File: src/rtl/instr_sequencer.sv
// Fetch/decode/execute controller for the 4-word paper processor: owns the pc,
// fetches via mem_rd/mem_ready, pulses the datapath or redirects control flow.
// Optional SINGLE_STEP_EN build adds a step input and a PAUSE state after each instruction.
module instr_sequencer #(
  parameter int ADDR_W   = 2,
  parameter int DATA_W   = 4,
  parameter int WAIT_MAX = 7
) (
  input  logic              clk,
  input  logic              reset,
  input  logic              start,
  input  logic              mem_ready,
  input  logic [DATA_W-1:0] mem_data,
  input  logic              status,
`ifdef SINGLE_STEP_EN
  input  logic              step,
`endif
  output logic              mem_rd,
  output logic [ADDR_W-1:0] address,
  output logic              exec_en,
  output logic [ADDR_W-1:0] op_arg,
  output logic              busy,
  output logic              halted,
  output logic              error
);

  localparam logic [2:0] S_IDLE   = 3'd0;
  localparam logic [2:0] S_FETCH  = 3'd1;
  localparam logic [2:0] S_DECODE = 3'd2;
  localparam logic [2:0] S_EXEC   = 3'd3;
  localparam logic [2:0] S_HALT   = 3'd4;
  localparam logic [2:0] S_ERR    = 3'd5;
`ifdef SINGLE_STEP_EN
  localparam logic [2:0] S_PAUSE  = 3'd6;
  localparam logic [2:0] S_NEXT   = S_PAUSE;
`else
  localparam logic [2:0] S_NEXT   = S_FETCH;
`endif

  localparam int WW = $clog2(WAIT_MAX + 1);

  localparam logic [1:0] OP_EXEC = 2'b00;
  localparam logic [1:0] OP_JMP  = 2'b01;
  localparam logic [1:0] OP_BRS  = 2'b10;

  logic [2:0]        state;
  logic [ADDR_W-1:0] pc;
  logic [ADDR_W-1:0] arg_q;
  logic [DATA_W-1:0] ir;
  logic [WW-1:0]     wcnt;
  logic [1:0]        opc;
  logic [ADDR_W-1:0] operand;

  assign opc     = ir[DATA_W-1:DATA_W-2];
  assign operand = ir[ADDR_W-1:0];

  always_ff @(posedge clk) begin
    if (reset) begin
      state <= S_IDLE;
      pc    <= '0;
      ir    <= '0;
      wcnt  <= '0;
      arg_q <= '0;
    end else begin
      case (state)
        S_IDLE: if (start) state <= S_FETCH;
        S_FETCH: begin
          // A word arriving on the limit edge still counts as a good fetch.
          if (mem_ready) begin
            ir    <= mem_data;
            wcnt  <= '0;
            state <= S_DECODE;
          end else begin
            wcnt <= wcnt + WW'(1);
            if (wcnt == WW'(WAIT_MAX - 1)) state <= S_ERR;
          end
        end
        S_DECODE: begin
          case (opc)
            OP_EXEC: begin
              pc    <= pc + ADDR_W'(1);
              arg_q <= operand;
              state <= S_EXEC;
            end
            OP_JMP: begin
              pc    <= operand;
              state <= S_NEXT;
            end
            OP_BRS: begin
              pc    <= status ? operand : pc + ADDR_W'(1);
              state <= S_NEXT;
            end
            default: state <= S_HALT;
          endcase
        end
        S_EXEC: state <= S_NEXT;
        S_HALT: begin
          if (start) begin
            pc    <= '0;
            state <= S_FETCH;
          end
        end
        S_ERR: state <= S_ERR;
`ifdef SINGLE_STEP_EN
        S_PAUSE: if (step) state <= S_FETCH;
`endif
        default: state <= S_IDLE;
      endcase
    end
  end

  assign mem_rd  = (state == S_FETCH);
  assign address = pc;
  assign exec_en = (state == S_EXEC);
  assign op_arg  = arg_q;
  assign halted  = (state == S_HALT);
  assign error   = (state == S_ERR);
`ifdef SINGLE_STEP_EN
  assign busy    = (state == S_FETCH) || (state == S_DECODE) ||
                   (state == S_EXEC)  || (state == S_PAUSE);
`else
  assign busy    = (state == S_FETCH) || (state == S_DECODE) || (state == S_EXEC);
`endif

endmodule

File: config.mk
export PLATFORM = sky130hd
export DESIGN_NAME = instr_sequencer
export DESIGN_NICKNAME = d
export VERILOG_FILES = /design/src/rtl/instr_sequencer.sv
export SDC_FILE = /design/constraint.sdc
export NUM_CORES = 1
export LEC_CHECK = 0
export ABC_AREA = 0
export CAP_MARGIN = 20
export CELL_PAD_IN_SITES_DETAIL_PLACEMENT = 0
export CELL_PAD_IN_SITES_GLOBAL_PLACEMENT = 1
export CORE_MARGIN = 2
export CORE_UTILIZATION = 36
export CTS_CLUSTER_DIAMETER = 60
export DETAILED_ROUTE_END_ITERATION = 16
export DONT_BUFFER_PORTS = 1
export GPL_ROUTABILITY_DRIVEN = 0
export PLACE_DENSITY = 0.62
export RECOVER_POWER = 100
export REMOVE_ABC_BUFFERS = 1
export SETUP_SLACK_MARGIN = 0.3
export SLEW_MARGIN = 30
export SYNTH_ARGS = -nofsm -noshare
export SYNTH_HDL_FRONTEND = slang
export SYNTH_SLANG_ARGS = --single-unit
File: constraint.sdc
create_clock -name clk -period 2.4 [get_ports clk]
set_input_delay 0.48 -clock clk [delete_from_list [all_inputs] [get_ports clk]]
set_output_delay 0.48 -clock clk [all_outputs]
set_load 0.02 [all_outputs]
## After elaboration in Yosys (flattened, before gate mapping)

Cells that the tools add are included.

| word-level totals | value |
|---|---|
| output and inout port bits | 9 |
| word-level logic and storage cells | 40 |
| input port bits | 9 |
| flip-flop bits (word level) | 14 |

| operators by class | value |
|---|---|
| $add $sub $neg | 2 |
| reductions and logical operators | 11 |
| equal/unequal tests | 12 |
| muxes and demuxes | 10 |

Operators by type and width:

| cell | count |
|---|---|
| $pmux W3 S5 | 1 |
| $mux W3 | 4 |
| $eq A3 B3 Y1 const B | 3 |
| $eq A3 B2 Y1 const B | 2 |
| $pmux W2 S3 | 1 |
| $pmux W3 S2 | 1 |
| $reduce_and A2 Y1 | 3 |
| $mux W2 | 2 |
| $ne A4 B1 Y1 const B | 1 |
| $pmux W2 S2 | 1 |
| $reduce_or A2 Y1 | 2 |
| $add A3 B1 Y3 const B | 1 |
| $eq A3 B1 Y1 const B | 1 |
| $logic_not A3 Y1 | 1 |
| $ne A3 B2 Y1 const B | 1 |
| $reduce_and A3 Y1 | 1 |
| $add A2 B1 Y2 const B | 1 |
| $eq A2 B1 Y1 const B | 1 |
| $eq A2 B2 Y1 const B | 1 |
| $logic_not A2 Y1 | 1 |
| $logic_or A1 B1 Y1 | 2 |
| $ne A2 B1 Y1 const B | 1 |
| $ne A2 B2 Y1 const B | 1 |
| $reduce_bool A2 Y1 | 1 |

## Logic depth before layout (Yosys ltp)

Gate-level depths: netlist (run 1).

| logic depth | value |
|---|---|
| depth after elaboration | 4 |
| gate-level depth with buffers | 7 |
| gate-level depth less buffers | 6 |

## Least setup slack after synthesis (run 1)

OpenSTA, ideal clock, no wires.

| timing | value |
|---|---|
| path type | register to register |
| from | reg state[2] |
| to | reg pc[1], in the netlist address[1] |
| required time | 2.267 ns |
| period minus slack after synthesis | 1.573 ns |
| arrival time | 1.440 ns |
| path slack | 0.827 ns |
| setup time | 0.133 ns |
| stages on the path, launching flop included | 5 |
| buffers on the path | 0 |
| path through | dfxtp_1 nor3b_1 nand2_1 o2111ai_1 o31ai_1 |

| on the way | value |
|---|---|
| cells in the longest elaborated chain, start to end | 3 |
| elaborated cells between the ends (all ways) | 7 |
| classes of those cells | 4 x eq/ne; 1 x mux; 2 x reduce/logical |

Ends and longest elaborated chain:

| what | line | text |
|---|---|---|
| from (decl) | 46 | `logic [2:0] state;` |
| from (signal assigned) | 59 | `state <= S_IDLE;` |
| from (signal assigned) | 66 | `S_IDLE: if (start) state <= S_FETCH;` |
| from (signal assigned) | 72 | `state <= S_DECODE;` |
| $eq A3 B3 Y1 * | n/a |  |
| net halted | 23 | `output logic halted,` |
| $ne A2 B2 Y1 (no line) or $reduce_bool A2 Y1 (tied branches) | n/a |  |
| $reduce_and A3 Y1 (no line) | n/a |  |
| to (signal assigned) | 81 | `pc <= pc + ADDR_W'(1);` |
| to (signal assigned) | 86 | `pc <= operand;` |
| to (signal assigned) | 90 | `pc <= status ? operand : pc + ADDR_W'(1);` |
| to (decl) | 47 | `logic [ADDR_W-1:0] pc;` |

Mark *: on every way through the listed nets, which the timed path passes. The rest lies on a longest branch.
A chain may end at the register's enable or synchronous reset.

## Final worst setup path (run 1)

| timing | value |
|---|---|
| from | reg state[0] |
| to | out mem_rd |

| on the way | value |
|---|---|
| cells in the longest elaborated chain, start to end | 1 |

Ends and longest elaborated chain:

| what | line | text |
|---|---|---|
| $eq A3 B1 Y1 | 112 | `assign mem_rd = (state == S_FETCH);` |
| to (decl) | 18 | `output logic mem_rd,` |

No other way between the ends.

==> impl_results.md, run 1 <==
* Outcome: completed
* WL final at 1.59 mm
* Crit-path max FO at 10
* Tot GR Track Use at 13.7%
* Post-CTS setup buffer count at 0
* Vias in the first global route at 575
* Clock Skew at 6.05 ps
* FF+latch count, synth at 14
* CP arrival at 1560 ps
* CP cell instances: or3b_1 > clkinvlp_2
* Post-synthesis area per instance at 8.64 um2
* Core footprint at 2170 um2
* Count of different cell masters after synthesis at 29
* Worst Hold Class: input port to flop
* Clk root buf: clkbuf_4
* Initial Utilization at 37.4%
* Sequential share of the synthesized area at 34.5%
* Synth Flop Type: dfxtp_1
* Internal power at 0.363 mW
* CTS tree: done
* Final setup fails at 0
* # H-tree levels at 1
* Sw Share at 28.1%
* Max Transition Viols Final at 0
* CTS Buffer Depth at 2
* FILL cells at 238
* Vias per Instance at 5.10
* DIE AREA at 2650 um2
* Total negative slack at 0 ps
* Post-route ant nets at 0
* Post-CTS Hold Buffers at 0
* Slew @ Worst Pin at 466 ps
* Max Fclk at 0.489 GHz
* Placed insts at 119
* FP Rows at 17
* Syn. warnings at 0
* Layout cells sized above 1 at 7.37%
* Initial detailed-routing violation count at 13
* Net Sw Power at 0.142 mW
* Max_slew headroom at 68.7%
* Clock transition at path regs at 90 ps
* Critical Path RT at 1920 ps
* Final instance area at 845 um2
* # clock sinks at 14
* Final #Nets at 113
* Syn-to-layout area delta at 4.01%
* Max Cap Viol at 0
* Ports at 18
* Clock period minus worst slack at 2040 ps
* Total CTS buffers at 3
* Post_cts resized at 0
* Die height at 51.5 um
* Leakage power at 0.325 nW
* Path type of the worst setup path: flop to output port
* Die extent in x at 51.5 um
* Drt wl/cell at 12.9 um
* Clock network fraction of total power at 34.4%
* Gr ovfl total at 0
* Synth Cell Area at 812 um2
* Hold Vio Cnt, Final at 0
* Placed cell area at 821 um2
* IO Port Bufs at 0
* Worst path max stage delay at 500 ps
* Diodes inserted at 0
* Initial antenna violation count at 0
* # DRC at 0
* Fin crit share at 85.1%
* Vias at 627
* Post-Syn Instances at 94
* Worst vdd ir at 0.000315 V
* Slowest cell on crit path: dfxtp_1
* Final Instance Count excl. Fillers at 123
* Post-DP HPWL at 1.15 mm
* Flop pwr share at 51.3%
* Pwr/cell area at 597 nW/um2
* Worst skew pair latency at 280 ps
* Drt pass-1 iters at 4
* Global-route wire length before repair at 2.69 mm
* Type of destination of the critical path: output port
* Unrepaired setup endpoints after global routing: false
* Number of synthesized flops with an enable pin at 0
* Largest net degree at the start of global routing at 16
* Comb power frac at 14.3%
* Startpoint type of the worst setup path: flop
* Post-synth ARST share at 0%
## power by group through the flow
| stage | logic (mW) | registers (mW) | clock network [mW] |
|---|---|---|---|
| after floorplan | 0.0647 | 0.260 | 0 |
| after global placement | 0.0774 | 0.264 | 0 |
| after detailed placement | 0.0763 | 0.265 | 0 |
| after CTS | 0.0767 | 0.259 | 0.180 |
| after global routing | 0.0821 | 0.261 | 0.193 |
| final | 0.0720 | 0.259 | 0.174 |
## worst paths after layout
check	start	to	slack, ps	cells past startpoint
max	state[0]	mem_rd	360	2
min	reset	ir[1]	250	1
max reg2reg	state[0]	ir[1]	520	5
min reg2reg	wcnt[1]	wcnt[1]	540	2
## metal layers
metal / routed length [um] / global-route usage [%] / vias up
li1: - / - / 327
met1: 817 / 19.2 / 279
met2: 637 / 19.0 / 19
met3: 118 / 6.90 / 2
met4: 14 / 2.63 / 0
met5: 0 / 0 / -
## flip-flops by register name (all words and copies together) (netlist names)
name     cells
address      2
ir           4
op_arg       2
state        3
wcnt         3
## worst max-delay path: cells and delay by family (launching register included)
kind | cells | cell delay, ps
buf+inv | 1 | 310
flops | 1 | 500
simple gates | 1 | 470
## area by class of cell
class                   count  area [um2]  area share (%)
inverters                   7        27.5            3.26
clock buffers               4        36.3            4.30
flip-flops and latches     14         280            33.2
multi-input cells          68         458            54.2
repair buffers              2        7.51           0.889
well taps                  28        35.0            4.15
## cells by family after synthesis
family | after synthesis | share of synthesized area (%)
multiplexers | 4 | 4.93
AO/OA/AOI/OAI | 23 | 19.3
AND/OR/NAND/NOR | 33 | 20.3
buffers and inverters | 12 | 8.63
adder cells (fa/ha/maj) | 8 | 12.3
flip-flops | 14 | 34.5
## synthesized netlist by cell type (all sizes together), types with 2 or more instances
cell type | number | area share, %
and2 | 2 | 1.8
inv | 7 | 3.5
o31ai | 2 | 1.8
nand2b | 3 | 2.3
nor3b | 3 | 2.8
ha | 8 | 12
a31oi | 2 | 1.5
buf | 4 | 4.6
nand2 | 4 | 1.8
nor3 | 3 | 1.8
nor2 | 16 | 7.4
dfxtp | 14 | 35
a21oi | 10 | 6.2
mux2i | 4 | 4.9
## placed cells by master (no fill, tap or decap), drive strengths merged, types with 2 or more instances in the layout
master | netlist | routed
nor2 | 16 | 16
dfxtp | 14 | 14
a21oi | 10 | 10
ha | 8 | 8
inv | 7 | 6
clkbuf | 1 | 6
nand2 | 4 | 4
mux2i | 4 | 4
nor3b | 3 | 3
nor3 | 3 | 3
nand2b | 3 | 3
a31oi | 2 | 2
o31ai | 2 | 2
and2 | 2 | 2
## per-stage QoR
stage          setup slack [ps]  hold WS, ps  power (mW)  util [%]
5_1_grt                     255          234       0.536      38.9
6_report                    357          251       0.504      38.9
4_1_cts                     528          245       0.516      39.5
2_1_floorplan               827          476       0.325         -
3_5_place_dp                771          516       0.341      37.8
3_3_place_gp                795          501       0.341      37.8
(Power assumes the default switching activity.)
==> run 2: changes to the inputs <==
--- a/config.mk
+++ b/config.mk
@@ -10,12 +10,12 @@
 export CELL_PAD_IN_SITES_DETAIL_PLACEMENT = 0
 export CELL_PAD_IN_SITES_GLOBAL_PLACEMENT = 1
 export CORE_MARGIN = 2
-export CORE_UTILIZATION = 36
+export CORE_UTILIZATION = 47
 export CTS_CLUSTER_DIAMETER = 60
 export DETAILED_ROUTE_END_ITERATION = 16
 export DONT_BUFFER_PORTS = 1
 export GPL_ROUTABILITY_DRIVEN = 0
-export PLACE_DENSITY = 0.62
+export PLACE_DENSITY = 0.78
 export RECOVER_POWER = 100
 export REMOVE_ABC_BUFFERS = 1
 export SETUP_SLACK_MARGIN = 0.3
==> run 2 against run 1 <==
Global-route usage rose by 4.4 points. Non-clock buffer count decreased by 1. Largest cell class unchanged. Highest routed layer unchanged. Sequential power barely moved.
==> impl_results.md, run 2 (same netlist as run 1, synthesis figures left out) <==
* Outcome: completed
* Clock transition at path regs at 90 ps (about the same)
* Die extent in x at 45.6 um (-12%)
* Ports at 18 (unchanged)
* IO Port Bufs at 0 (unchanged)
* CTS tree: done
* Max_slew headroom at 55.1% (-14 points)
* Post-DP HPWL at 1.14 mm (-1.5%)
* Worst vdd ir at 0.000273 V (-13%)
* Initial antenna violation count at 0 (unchanged)
* Final worst setup slack at 364 ps (+6.90 ps)
* Area of the multi-input gates at 458 um2 (unchanged)
* Core footprint at 1670 um2 (-23%)
* Gr ovfl total at 0 (unchanged)
* CP arrival at 1560 ps (about the same)
* Largest Register: ir
* Global-route wire length before repair at 2.60 mm (-3.3%)
* Commonest non-fill, non-tap cell in the layout: nor2_1
* Post-CTS Hold Buffers at 0 (unchanged)
* Max reg flops at 4 (unchanged)
* Max Fclk at 0.491 GHz (+0.34%)
* Die height at 45.6 um (-12%)
* Sequential standard cell area at 280 um2 (unchanged)
* # H-tree levels at 1 (unchanged)
* Clock Skew at 1.95 ps (-4.09 ps)
* Total CTS buffers at 3 (unchanged)
* Final #Nets at 112 (-0.88%)
* Max Transition Viols Final at 0 (unchanged)
* Fin crit share at 84.8% (-0.29 points)
* Max Cap Viol at 0 (unchanged)
* Final setup fails at 0 (unchanged)
* Worst Hold Class: input port to flop
* Layout cells sized above 1 at 7.45% (+0.078 points)
* DIE AREA at 2080 um2 (-22%)
* CTS Buffer Depth at 2 (unchanged)
* Syn-to-layout area delta at 1.85%
* Vias at 635 (+1.3%)
* Path type of the worst setup path: flop to output port
* Diodes inserted at 0 (unchanged)
* Power, Total at 0.503 mW (-0.37%)
* Drt pass-1 iters at 3 (-1)
* Hold Vio Cnt, Final at 0 (unchanged)
* Post-CTS setup buffer count at 0 (unchanged)
* Pwr/cell area at 608 nW/um2 (+1.7%)
* Clock period minus worst slack at 2040 ps (-6.90 ps)
* Clk root buf: clkbuf_4
* Slew @ Worst Pin at 672 ps (+206 ps)
* # clock sinks at 14 (unchanged)
* Initial Utilization at 48.6% (+11 points)
* Unrepaired setup endpoints after global routing: false
* Critical Path RT at 1920 ps (about the same)
* Largest net degree at the start of global routing at 16 (unchanged)
* Post_cts resized at 0 (unchanged)
* Vias per Instance at 5.72 (+12%)
* Most frequent cells in the layout: nor2_1 (16), dfxtp_1 (14), a21oi_1 (10), ha_1 (8), inv_1 (6)
* Vias in the first global route at 612 (+6.4%)
* Post-route ant nets at 0 (unchanged)
* Type of destination of the critical path: output port
* Total negative slack at 0 ps (unchanged)
* Biggest regs: ir x4, state x3, wcnt x3
* Startpoint type of the worst setup path: flop
* FILL cells at 178 (-25%)
* Worst skew pair latency at 280 ps (about the same)
* Tot GR Track Use at 18.1% (+4.4 points)
* FP Rows at 15 (-2)
* Initial detailed-routing violation count at 11 (-2)
* # DRC at 0 (unchanged)
* WL final at 1.54 mm (-3.1%)
* Leakage power at 0.324 nW (-0.36%)
* Crit-path max FO at 10 (unchanged)
* Drt wl/cell at 13.9 um (+7.3%)
* Placement Setup Slack at 751 ps (-20.1 ps)
## run 2: cell count changes in the layout (fill, tap and decap cells not counted)
cell      before  now
clkbuf_1       2    1
## run 2: layout make-up
type / instances / share of cell area [%]
timing repair buffer: 1 / 0.454
clock buffer: 4 / 4.39
multi-input combinational: 68 / 55.4
inverter: 7 / 3.33
sequential: 14 / 33.9
tap: 17 / 2.57
## run 2: final timing paths
path	startpoint	end	slack, ps	depth (start not counted)
setup / recovery	state[0]	mem_rd	360	2
hold / removal	reset	op_arg[1]	260	1
setup reg to reg	state[0]	ir[0]	540	5
hold reg to reg	wcnt[2]	wcnt[2]	540	2
## run 2: metrics by stage
step,utilization [%],area (um2),hold WS [ps],std cells
floorplan,-,771,476,89
global placement,47.9,800,495,107
detailed placement,47.9,800,511,107
CTS,50.0,836,249,111
global route,49.5,827,242,111
finish,49.5,827,257,111
## run 2: power breakdown
group | leakage (nW) | total, mW | internal, mW | switching [mW]
sequential | 0.114 | 0.259 | 0.242 | 0.0163
clock | 0.0210 | 0.172 | 0.0922 | 0.0794
combinational | 0.189 | 0.0724 | 0.0282 | 0.0441
total | 0.324 | 0.503 | 0.363 | 0.140
## run 2: worst max-delay path, stage by stage, from the launching register on
cell and delay (ps):
dfxtp_1 490, or3b_1 480, clkinvlp_2 310
## run 2: metal layers
| layer | GRT usage (%) | wire [um] | up-vias |
|---|---|---|---|
| li1 | - | - | 326 |
| met1 | 24.6 | 780 | 293 |
| met2 | 25.9 | 662 | 14 |
| met3 | 4.37 | 73 | 2 |
| met4 | 10.6 | 21 | 0 |
| met5 | 0 | 0 | - |
